[src/rtl/c_writeback.sv]
// c_writeback: drains TPU result tiles into the C buffer.
// Each C_wr_en push stores four 128-bit rows as one entry of a 2-deep tile FIFO.
// The head entry is written out one row per accepted beat at an auto-incrementing index.
module c_writeback #(
  parameter int unsigned IDX_W     = 19,
  parameter int unsigned TILE_ROWS = 4
) (
  input  logic             clk,
  input  logic             rst,
  input  logic             in_valid,
  input  logic [IDX_W-1:0] C_BASE,
  input  logic [12:0]      M_ROUND,
  input  logic             C_wr_en,
  input  logic [127:0]     C_data_in0,
  input  logic [127:0]     C_data_in1,
  input  logic [127:0]     C_data_in2,
  input  logic [127:0]     C_data_in3,
  input  logic             cbuf_ready,
  output logic             cbuf_wr_en,
  output logic [IDX_W-1:0] cbuf_index,
  output logic [127:0]     cbuf_data,
  output logic             busy,
  output logic             done,
  output logic             err
);

  localparam int unsigned LastRowInt = TILE_ROWS - 1;
  localparam logic [1:0]  LastRow    = LastRowInt[1:0];

  typedef enum logic {StIdle, StArmed} state_e;

  state_e           state_q, state_d;
  logic [511:0]     mem [2];
  logic             wr_ptr_q, wr_ptr_d;
  logic             rd_ptr_q, rd_ptr_d;
  logic [1:0]       count_q, count_d;
  logic [1:0]       row_q, row_d;
  logic [IDX_W-1:0] wp_q, wp_d;
  logic [12:0]      tile_q, tile_d;
  logic [12:0]      target_q, target_d;
  logic             done_q, done_d;
  logic             err_q, err_d;

  logic             armed, beat, pop, push_ok, push_drop, finish, arm;
  logic [12:0]      tile_next;
  logic [511:0]     head;

  // Handshake decode, datapath selection and next-state computation.
  always_comb begin
    armed     = (state_q == StArmed);
    arm       = (state_q == StIdle) && in_valid;
    cbuf_wr_en = armed && (count_q != 2'd0);
    beat      = cbuf_wr_en && cbuf_ready;
    pop       = beat && (row_q == LastRow);
    // A full FIFO can only take a push when the head frees in the same cycle.
    push_ok   = C_wr_en && armed && ((count_q != 2'd2) || pop);
    push_drop = C_wr_en && !push_ok;
    tile_next = tile_q + 13'd1;
    finish    = pop && (tile_next == target_q);
    head      = mem[rd_ptr_q];
    // Data is gated so the port reads zero whenever no write is offered.
    cbuf_data = cbuf_wr_en ? head[row_q*128 +: 128] : 128'd0;

    state_d  = state_q;
    wr_ptr_d = wr_ptr_q;
    rd_ptr_d = rd_ptr_q;
    count_d  = count_q;
    row_d    = row_q;
    wp_d     = wp_q;
    tile_d   = tile_q;
    target_d = target_q;
    done_d   = 1'b0;
    err_d    = err_q;

    if (arm) begin
      wp_d     = C_BASE;
      target_d = M_ROUND;
      tile_d   = 13'd0;
      err_d    = 1'b0;
      if (M_ROUND == 13'd0) begin
        done_d = 1'b1;
      end else begin
        state_d = StArmed;
      end
    end

    if (beat) begin
      wp_d  = wp_q + IDX_W'(1);
      row_d = row_q + 2'd1;
    end

    if (push_ok) wr_ptr_d = ~wr_ptr_q;
    if (pop) begin
      rd_ptr_d = ~rd_ptr_q;
      tile_d   = tile_next;
    end

    unique case ({push_ok, pop})
      2'b10:   count_d = count_q + 2'd1;
      2'b01:   count_d = count_q - 2'd1;
      default: count_d = count_q;
    endcase

    // Any surplus tiles still queued at completion are discarded.
    if (finish) begin
      state_d  = StIdle;
      done_d   = 1'b1;
      count_d  = 2'd0;
      wr_ptr_d = 1'b0;
      rd_ptr_d = 1'b0;
      row_d    = 2'd0;
    end

    if (push_drop) err_d = 1'b1;
  end

  // Control and counter state with synchronous reset.
  always_ff @(posedge clk) begin
    if (rst) begin
      state_q  <= StIdle;
      wr_ptr_q <= 1'b0;
      rd_ptr_q <= 1'b0;
      count_q  <= 2'd0;
      row_q    <= 2'd0;
      wp_q     <= '0;
      tile_q   <= 13'd0;
      target_q <= 13'd0;
      done_q   <= 1'b0;
      err_q    <= 1'b0;
    end else begin
      state_q  <= state_d;
      wr_ptr_q <= wr_ptr_d;
      rd_ptr_q <= rd_ptr_d;
      count_q  <= count_d;
      row_q    <= row_d;
      wp_q     <= wp_d;
      tile_q   <= tile_d;
      target_q <= target_d;
      done_q   <= done_d;
      err_q    <= err_d;
    end
  end

  // Tile storage; contents are only observed through the gated read path.
  always_ff @(posedge clk) begin
    if (!rst && push_ok) begin
      mem[wr_ptr_q] <= {C_data_in3, C_data_in2, C_data_in1, C_data_in0};
    end
  end

  assign cbuf_index = wp_q;
  assign busy       = armed;
  assign done       = done_q;
  assign err        = err_q;

endmodule

[config.mk]
export PLATFORM = sky130hd
export DESIGN_NAME = c_writeback
export DESIGN_NICKNAME = d
export VERILOG_FILES = /design/src/rtl/c_writeback.sv
export SDC_FILE = /design/constraint.sdc
export NUM_CORES = 1
export LEC_CHECK = 0
export CORE_MARGIN = 4
export CORE_UTILIZATION = 53
export DETAILED_ROUTE_END_ITERATION = 10
export PLACE_DENSITY_LB_ADDON = 0.2
export REMOVE_ABC_BUFFERS = 1
export SYNTH_ARGS = -nofsm -noshare
export SYNTH_HDL_FRONTEND = slang
export SYNTH_SLANG_ARGS = --single-unit
[constraint.sdc]
create_clock -name clk -period 53.7 [get_ports clk]
set_input_delay 5.37 -clock clk [delete_from_list [all_inputs] [get_ports clk]]
set_output_delay 5.37 -clock clk [all_outputs]
set_load 0.03 [all_outputs]
# Word level (Yosys, flattened, before mapping)
# Memory sizes are Yosys's and may differ from the RTL's. A register that Yosys moved wholly into a read port is not among the register bits.
# Index checks and enable logic that the tools add are counted.
[op_classes]
order_cmp = 0
shifts = 1
n_addsub = 5
mux = 15
n_eq_ne = 5
multipliers = 0
div = 0
n_reduce_logical = 20
n_bitwise = 4
[op_table]
columns = ["operator", "count"]
rows = [
  ["variable part select 512 x 10 -> 128 bit", 1],
  ["two-way mux 128 bit", 1],
  ["two-way mux 19 bit", 2],
  ["two-way mux 13 bit", 2],
  ["adder 19 x 1 -> 19 bit, second input constant", 1],
  ["adder 13 x 1 -> 13 bit, second input constant", 1],
  ["== test 13 bit", 1],
  ["zero test 13 bit", 1],
  ["nonzero test 2 bit", 5],
  ["logical AND 1 bit", 9],
  ["two-way mux 1 bit", 9],
  ["adder 2 x 1 -> 2 bit, second input constant", 2],
  ["== test 2 bit, second input constant", 2],
  ["inverter 1 bit", 4],
  ["case mux 2 bit (2 select lines)", 1],
  ["== test 2 x 1 -> 1 bit, second input constant", 1],
  ["zero test 1 bit", 2],
  ["inequality test 2 bit, second input constant", 1],
  ["AND reduction 2 bit", 1],
  ["OR reduction 2 bit", 1],
  ["subtractor 2 x 1 -> 2 bit, second input constant", 1],
  ["logical OR 1 bit", 1],
]
[totals]
input_bits = 549
ram_bits = 1024
latch_bits = 0
out_inout_bits = 151
mem_bits_ro = 0
wordCells = 61
memories = 1
reg_bits = 54
[mem_list]
columns = ["memory", "depth", "width", "rd", "rd_ports_with_merged_regs", "write_ports", "line", "text"]
rows = [
  ["mem", 2, 512, 1, 1, 1, "33", "logic [511:0] mem [2];"],
]

# Depth between registers and ports, before layout
# Gate-level depths: netlist of the first run.
[logic_depth]
depth_word = 9
ltp_mapped = 8
mapped_depth_nobuf = 7

# Worst setup path after synthesis of the first run
# No wires, ideal clock.
[synth_timing]
kind = "input -> register"
from = "input cbuf_ready"
to = "memory mem[1][0], enable pin"
cell_stages = 5
setup_ns = 2.121
arrival_ns = 42.966
path_slack_ns = 8.613
cell_sequence = "o2111ai_1 -> clkbuf_1 -> nand3b_1 -> nand3_1 -> nor3b_1"
[synth_between]
elab_chain_cells = 7
[synth_rtl]
columns = ["item", "line", "text"]
rows = [
  ["from (decl)", "18", "input logic cbuf_ready,"],
  ["logical AND 1 bit", "53", "beat = cbuf_wr_en && cbuf_ready;"],
  ["logical AND 1 bit", "54", "pop = beat && (row_q == LastRow);"],
  ["logical OR 1 bit", "56", "push_ok = C_wr_en && armed && ((count_q != 2'd2) || pop);"],
  ["logical AND 1 bit", "56", ""],
  ["logical AND 1 bit", "146", "if (!rst && push_ok) begin"],
  ["two-way mux 1 bit", "146", ""],
  ["two-way mux 1 bit (not written as such)", "147", "mem[wr_ptr_q] <= {C_data_in3, C_data_in2, C_data_in1, C_data_in0};"],
  ["to (decl)", "33", ""],
]
# No other way between the ends.

# Final worst setup path of the first run
[layout_timing]
from = "input cbuf_ready"
to = "memory mem[0][173], enable pin"
# Same word-level chain as after synthesis.

==> flow_metrics.env, run 1 <==
export IMPL_vdd_ir_drop_max_mv=0.0288
export IMPL_max_freq_mhz=106
export IMPL_die_area_mm2=0.0830
export IMPL_ys_ff_latch=1079
export IMPL_fin_ws_ps=44260
export IMPL_gp_congestion=0.865
export IMPL_clock_root_buffer="clkbuf_16"
export IMPL_wl_um=99100
export IMPL_cp_start_kind="input pin"
export IMPL_powerDensity_mw_per_mm2=33.0
export IMPL_clockBufferDepth=3
export IMPL_holdBufCountCts=0
export IMPL_grt_max_degree=184
export IMPL_outcome="complete, no violations"
export IMPL_synthCells=2016
export IMPL_path_max_fanout=81
export IMPL_grt_ovfl_total=0
export IMPL_slew_violations=0
export IMPL_drc=0
export IMPL_async_reset_ff_share_pct=0
export IMPL_period_needed_ps=9440
export IMPL_synth_edf_count=1024
export IMPL_synth_top_family_by_area="multiplexers"
export IMPL_cts_tree="done"
export IMPL_post_cts_setup_buffers=0
export IMPL_clock_latency_ps=650
export IMPL_avgSynthCellArea_um2=20.6
export IMPL_area_growth_pct=27.8
export IMPL_portBuffers=699
export IMPL_first_pass_iters=7
export IMPL_core_area_mm2=0.0776
export IMPL_synth_top_cell_area_share_pct=73.9
export IMPL_synth_largest_area_cell="edfxtp_1"
export IMPL_finalHoldViolCount=0
export IMPL_cap_violations=0
export IMPL_ant_nets=0
export IMPL_ff_latch_area_mm2=0.0319
export IMPL_cts_max_level=3
export IMPL_layout_drive_gt1_share_pct=15.6
export IMPL_final_setup_tns_ps=0
export IMPL_path_clk_slew_ps=60
export IMPL_io_pins=700
export IMPL_setup_violations=0
export IMPL_wl_per_cell_um=25.5
export IMPL_gr_usage_all_layers_pct=23.5
export IMPL_cp_arrival_ps=9710
export IMPL_synth_compound_area_share_pct=1.36
export IMPL_grt_pass1_vias=23700
export IMPL_design_area_mm2=0.0532
export IMPL_synth_area_leaders="edfxtp_1 74%, mux4_2 14%, mux2i_1 3.2%"
export IMPL_grt_pass1_wl_um=145000
export IMPL_power_leakage_nw=16.4
export IMPL_antenna_found_initial=40
export IMPL_drt_iter0_drc=1629
export IMPL_worstHoldPathType="register to register"
export IMPL_cts_resized=0
export IMPL_die_h_um=288
export IMPL_synth_simple_gate_area_share_pct=3.26
export IMPL_worst_pin_slew_ps=1210
export IMPL_synth_cell_types=52
export IMPL_hpwl_um=65800
export IMPL_dp_slack_ps=43620
export IMPL_endpoint_kind="register"
export IMPL_finalClockSkew_ps=19.2
export IMPL_synthXorXnorAreaFrac_pct=0.421
export IMPL_clock_sinks=1079
export IMPL_initial_utilization_pct=53.6
export IMPL_multi_input_area_mm2=0.00928
export IMPL_period_share_pct=17.6
export IMPL_ys_flop_type="edfxtp_1"
export IMPL_layout_commonest_cell="edfxtp_1"
export IMPL_relSlewSlack_pct=19.5
export IMPL_path_class="input pin to register"
export IMPL_vias=22100
export IMPL_synth_area_mm2=0.0416
export IMPL_num_fill_cells=5045
export IMPL_ys_warn_count=0
export IMPL_routed_via_density=5.68
export IMPL_synthMuxAreaShare_pct=17.1
export IMPL_die_w_um=288
export IMPL_rsz0062_at_grt="false"
export IMPL_synth_yosys_seq_area_share_pct=76.6
export IMPL_yosys_area_share_adder_pct=0.0902
export IMPL_placed_area_mm2=0.0497
export IMPL_rows=102
export IMPL_final_cell_mix="1,024 x edfxtp_1, 698 x clkdlybuf4s50_1, 256 x mux4_2"
export IMPL_cts_buffers=107
export IMPL_whs_ps=481
export IMPL_cp_required_ps=53970
export IMPL_nNetsFinal=3287
[cell families (layout without fill, tap and decap cells)]
kind of cell / Yosys count / in the layout
AOI/OAI and AO/OA: 98 / 98
adders and majority gates: 3 / 3
buffers and inverters: 116 / 919
xor gates and xnor gates: 20 / 20
muxes: 391 / 391
other: 0 / 25
DFF: 1079 / 1079
and+or+nand+nor: 309 / 309
[cells in the mapped netlist, types with 12 or more instances]
cell and instances:
dfxtp_1 55, nand3_1 17, buf_2 31, buf_1 18, a31oi_1 12, nor2_1 175
nand2_1 59, a21oi_1 49, mux2i_1 131, edfxtp_1 1024, clkbuf_1 59, o21ai_0 19
mux4_2 256
[through the flow]
step,utilization [%],cells,power (W)
2_1_floorplan,-,1904,0.00101
3_3_place_gp,64.0,3666,0.00105
3_5_place_dp,64.0,3666,0.00105
4_1_cts,68.4,3859,0.00177
5_1_grt,68.5,3876,0.00181
6_report,68.5,3884,0.00175
[critical path, stage by stage]
cell	delay, ps
clkdlybuf4s50_1	530
o2111ai_1	130
buf_4	260
nand3b_1	140
nand3_1	230
nor3_2	290
buf_4	660
buf_4	940
buf_4	960
[final timing paths]
kind / startpoint / endpoint / slack, ps / cells past startpoint
hold reg to reg: target_q[11]$_SDFFE_PP0P_ / target_q[11]$_SDFFE_PP0P_ / 480 / 2
hold / removal: target_q[11]$_SDFFE_PP0P_ / target_q[11]$_SDFFE_PP0P_ / 480 / 2
setup / recovery: cbuf_ready / mem[0][173]$_DFFE_PP_ / 44260 / 9
setup reg to reg: row_q[0]$_SDFFE_PP0N_ / mem[0][173]$_DFFE_PP_ / 48240 / 9
[final cells by class]
class                      count  share of cell area [%]
sequential                  1079                    59.9
multi-input combinational    821                    17.5
timing repair buffer         722                    13.6
clock buffer                 134                    5.27
tap                         1040                    2.45
clock inverter                59                    1.16
antenna                       25                   0.118
inverter                       4                  0.0282
[sequential cells by signal (all words and copies together), names as in the netlist, named ones only]
signal      count
wr_ptr_q        1
mem          1024
err             1
done            1
rd_ptr_q        1
count_q         2
target_q       13
row_q           2
cbuf_index     19
tile_q         13
busy            1
[routing by layer]
layer	track usage, %	up-vias	share of wire [%]
met5	0	-	0.19
met4	7.73	28	2.9
met3	6.83	196	7.8
met2	42.1	787	54
met1	27.4	11300	35
li1	-	9727	-
[power breakdown]
part	leakage [nW]	internal [W]	total, W	switching [W]
Sequential	9.72	0.000937	0.000942	0.00000543
Clock	1.65	0.000418	0.000722	0.000304
Combinational	5.04	0.0000521	0.0000898	0.0000378
Total	16.4	0.00141	0.00175	0.000347
Note: power is estimated with default switching activity, not from simulation.
==> run 2: changes to the inputs <==
- clock period: 53.7 -> 9.51 ns (I/O delays scaled with it)
==> flow_metrics.env, run 2 (same netlist as run 1, synthesis figures left out) <==
export IMPL_initial_utilization_pct=53.6
export IMPL_final_cell_mix="1,024 x edfxtp_1, 698 x clkdlybuf4s50_1, 256 x mux4_2"
export IMPL_first_pass_iters=5
export IMPL_grt_pass1_wl_um=146000
export IMPL_vias=22100
export IMPL_clock_root_buffer="clkbuf_16"
export IMPL_cp_top_family="buffers and inverters"
export IMPL_crit_path_frequent_cell="buf_4"
export IMPL_die_area_mm2=0.0830
export IMPL_largest_reg_flops=1024
export IMPL_die_h_um=288
export IMPL_regMostFlops="mem"
export IMPL_stdcell_count=3895
export IMPL_rows=102
export IMPL_area_growth_pct=28.0
export IMPL_placed_area_mm2=0.0497
export IMPL_final_setup_tns_ps=0
export IMPL_clock_latency_ps=660
export IMPL_r2r_slack_ps=4950
export IMPL_outcome="complete, no violations"
export IMPL_worst_pin_slew_ps=1230
export IMPL_cts_buffers=106
export IMPL_finalHoldViolCount=0
export IMPL_vdd_ir_drop_max_mv=0.144
export IMPL_crit_chain="buf_4, buf_4, mux4_2, mux2i_1, nor2_1, clkdlybuf4s50_1"
export IMPL_io_pins=700
export IMPL_powerDensity_mw_per_mm2=187
export IMPL_cap_violations=0
export IMPL_finalClockSkew_ps=23.4
export IMPL_layout_drive_gt1_share_pct=15.8
export IMPL_clockBufferDepth=3
export IMPL_slowest_delay_ps=840
export IMPL_die_w_um=288
export IMPL_drt_iter0_drc=1457
export IMPL_cts_tree="done"
export IMPL_wl_um=99900
export IMPL_gr_usage_all_layers_pct=23.8
export IMPL_grt_pass1_vias=23500
export IMPL_holdBufCountCts=0
export IMPL_path_clk_slew_ps=60
export IMPL_min_from="target_q[1]$_SDFFE_PP0P_"
export IMPL_portBuffers=699
export IMPL_grtUsageMet2_pct=41.9
export IMPL_gp_congestion=0.864
export IMPL_max_freq_mhz=182
export IMPL_rsz0062_at_grt="false"
export IMPL_whs_endpoint="target_q[1]$_SDFFE_PP0P_"
export IMPL_power_leakage_nw=16.4
export IMPL_path_class="register to output port"
export IMPL_wl_per_cell_um=25.6
export IMPL_hold_path_cell_count=2
export IMPL_final_util_pct=68.6
export IMPL_cp_num_buf_inv=3
export IMPL_cp_required_ps=8560
export IMPL_r2r_start="row_q[1]$_SDFFE_PP0N_"
export IMPL_layout_commonest_cell="edfxtp_1"
export IMPL_r2r_end="mem[0][293]$_DFFE_PP_"
export IMPL_crit_slowest_cell="buf_4"
export IMPL_design_area_mm2=0.0533
export IMPL_slew_violations=0
export IMPL_worstHoldPathType="register to register"
export IMPL_cts_max_level=3
export IMPL_period_needed_ps=5510
export IMPL_grt_ovfl_total=0
export IMPL_num_fill_cells=5094
export IMPL_clock_sinks=1079
export IMPL_endpoint_kind="output port"
export IMPL_period_share_pct=57.9
export IMPL_post_cts_setup_buffers=0
export IMPL_antenna_found_initial=44
export IMPL_dp_cells=3668
export IMPL_nNetsFinal=3288
export IMPL_grt_max_degree=195
export IMPL_path_max_fanout=49
export IMPL_ant_nets=0
export IMPL_top_usage_layer="met2"
export IMPL_core_area_mm2=0.0776
export IMPL_setup_violations=0
export IMPL_use_met3_pct=6.69
export IMPL_cp_arrival_ps=4560
export IMPL_grtUsageMet1_pct=28.2
export IMPL_routed_via_density=5.66
export IMPL_hpwl_um=66600
export IMPL_cts_resized=0
export IMPL_drc=0
export IMPL_cp_start_kind="register"
export IMPL_relSlewSlack_pct=18.1
export IMPL_reg2reg_depth=8
==> run 2: cell types whose count changed in the layout (fill, tap and decap cells not counted), sizes merged <==
cell      before  now
clkinv        44   49
buf           24   26
clkinvlp       3    4
bufinv        10   13
clkbuf       134  127
diode         25   32
==> run 2: worst max path at each step <==
stage / startpoint / to / slack (ps) / cells past startpoint
4_1_cts: register / cbuf_data[107] / 3820 / 6
2_1_floorplan: row_q[0]$_SDFFE_PP0N_ / mem[1][0]$_DFFE_PP_ / -36960 / 5
3_5_place_dp: register / cbuf_data[63] / 4630 / 6
3_3_place_gp: register / cbuf_data[76] / 4620 / 6
6_report: register / cbuf_data[107] / 4000 / 6
5_1_grt: register / cbuf_data[107] / 3570 / 6
==> run 2: cell type report <==
| cell class | count | area (µm²) | area share (%) |
|---|---|---|---|
| repair buffers | 724 | 7240 | 13.6 |
| inverters | 4 | 15.0 | 0.0282 |
| multi-input cells | 821 | 9280 | 17.4 |
| clock inverters | 68 | 747 | 1.40 |
| flip-flops and latches | 1079 | 31900 | 59.8 |
| diodes | 32 | 80.1 | 0.150 |
| clock buffers | 127 | 2730 | 5.13 |
| well taps | 1040 | 1300 | 2.44 |
==> run 2: report_power, final <==
part | leakage (nW) | internal (W) | switching (W)
clock network | 1.68 | 0.00241 | 0.00173
registers | 9.72 | 0.00529 | 0.0000312
logic | 5.05 | 0.000294 | 0.000213
==> run 2: tightest hold or removal path: stages, from the launching register on <==
cell and delay, ps:
dfxtp_1 320, nand2_1 60, a21oi_1 60
==> run 2: stage by stage <==
stage / setup WS [ps] / hold WS (ps) / power (W)
2_1_floorplan: -36960 / 442 / 0.00570
3_3_place_gp: 4620 / 466 / 0.00591
3_5_place_dp: 4630 / 471 / 0.00593
4_1_cts: 3820 / 481 / 0.0100
5_1_grt: 3570 / 500 / 0.0103
6_report: 4000 / 480 / 0.00996
==> run 2: layer usage <==
| layer | up-vias | share of wire, % |
|---|---|---|
| met5 | - | 0.17 |
| met4 | 28 | 3.0 |
| met3 | 185 | 7.7 |
| met2 | 790 | 54 |
| met1 | 11300 | 35 |
| li1 | 9742 | - |
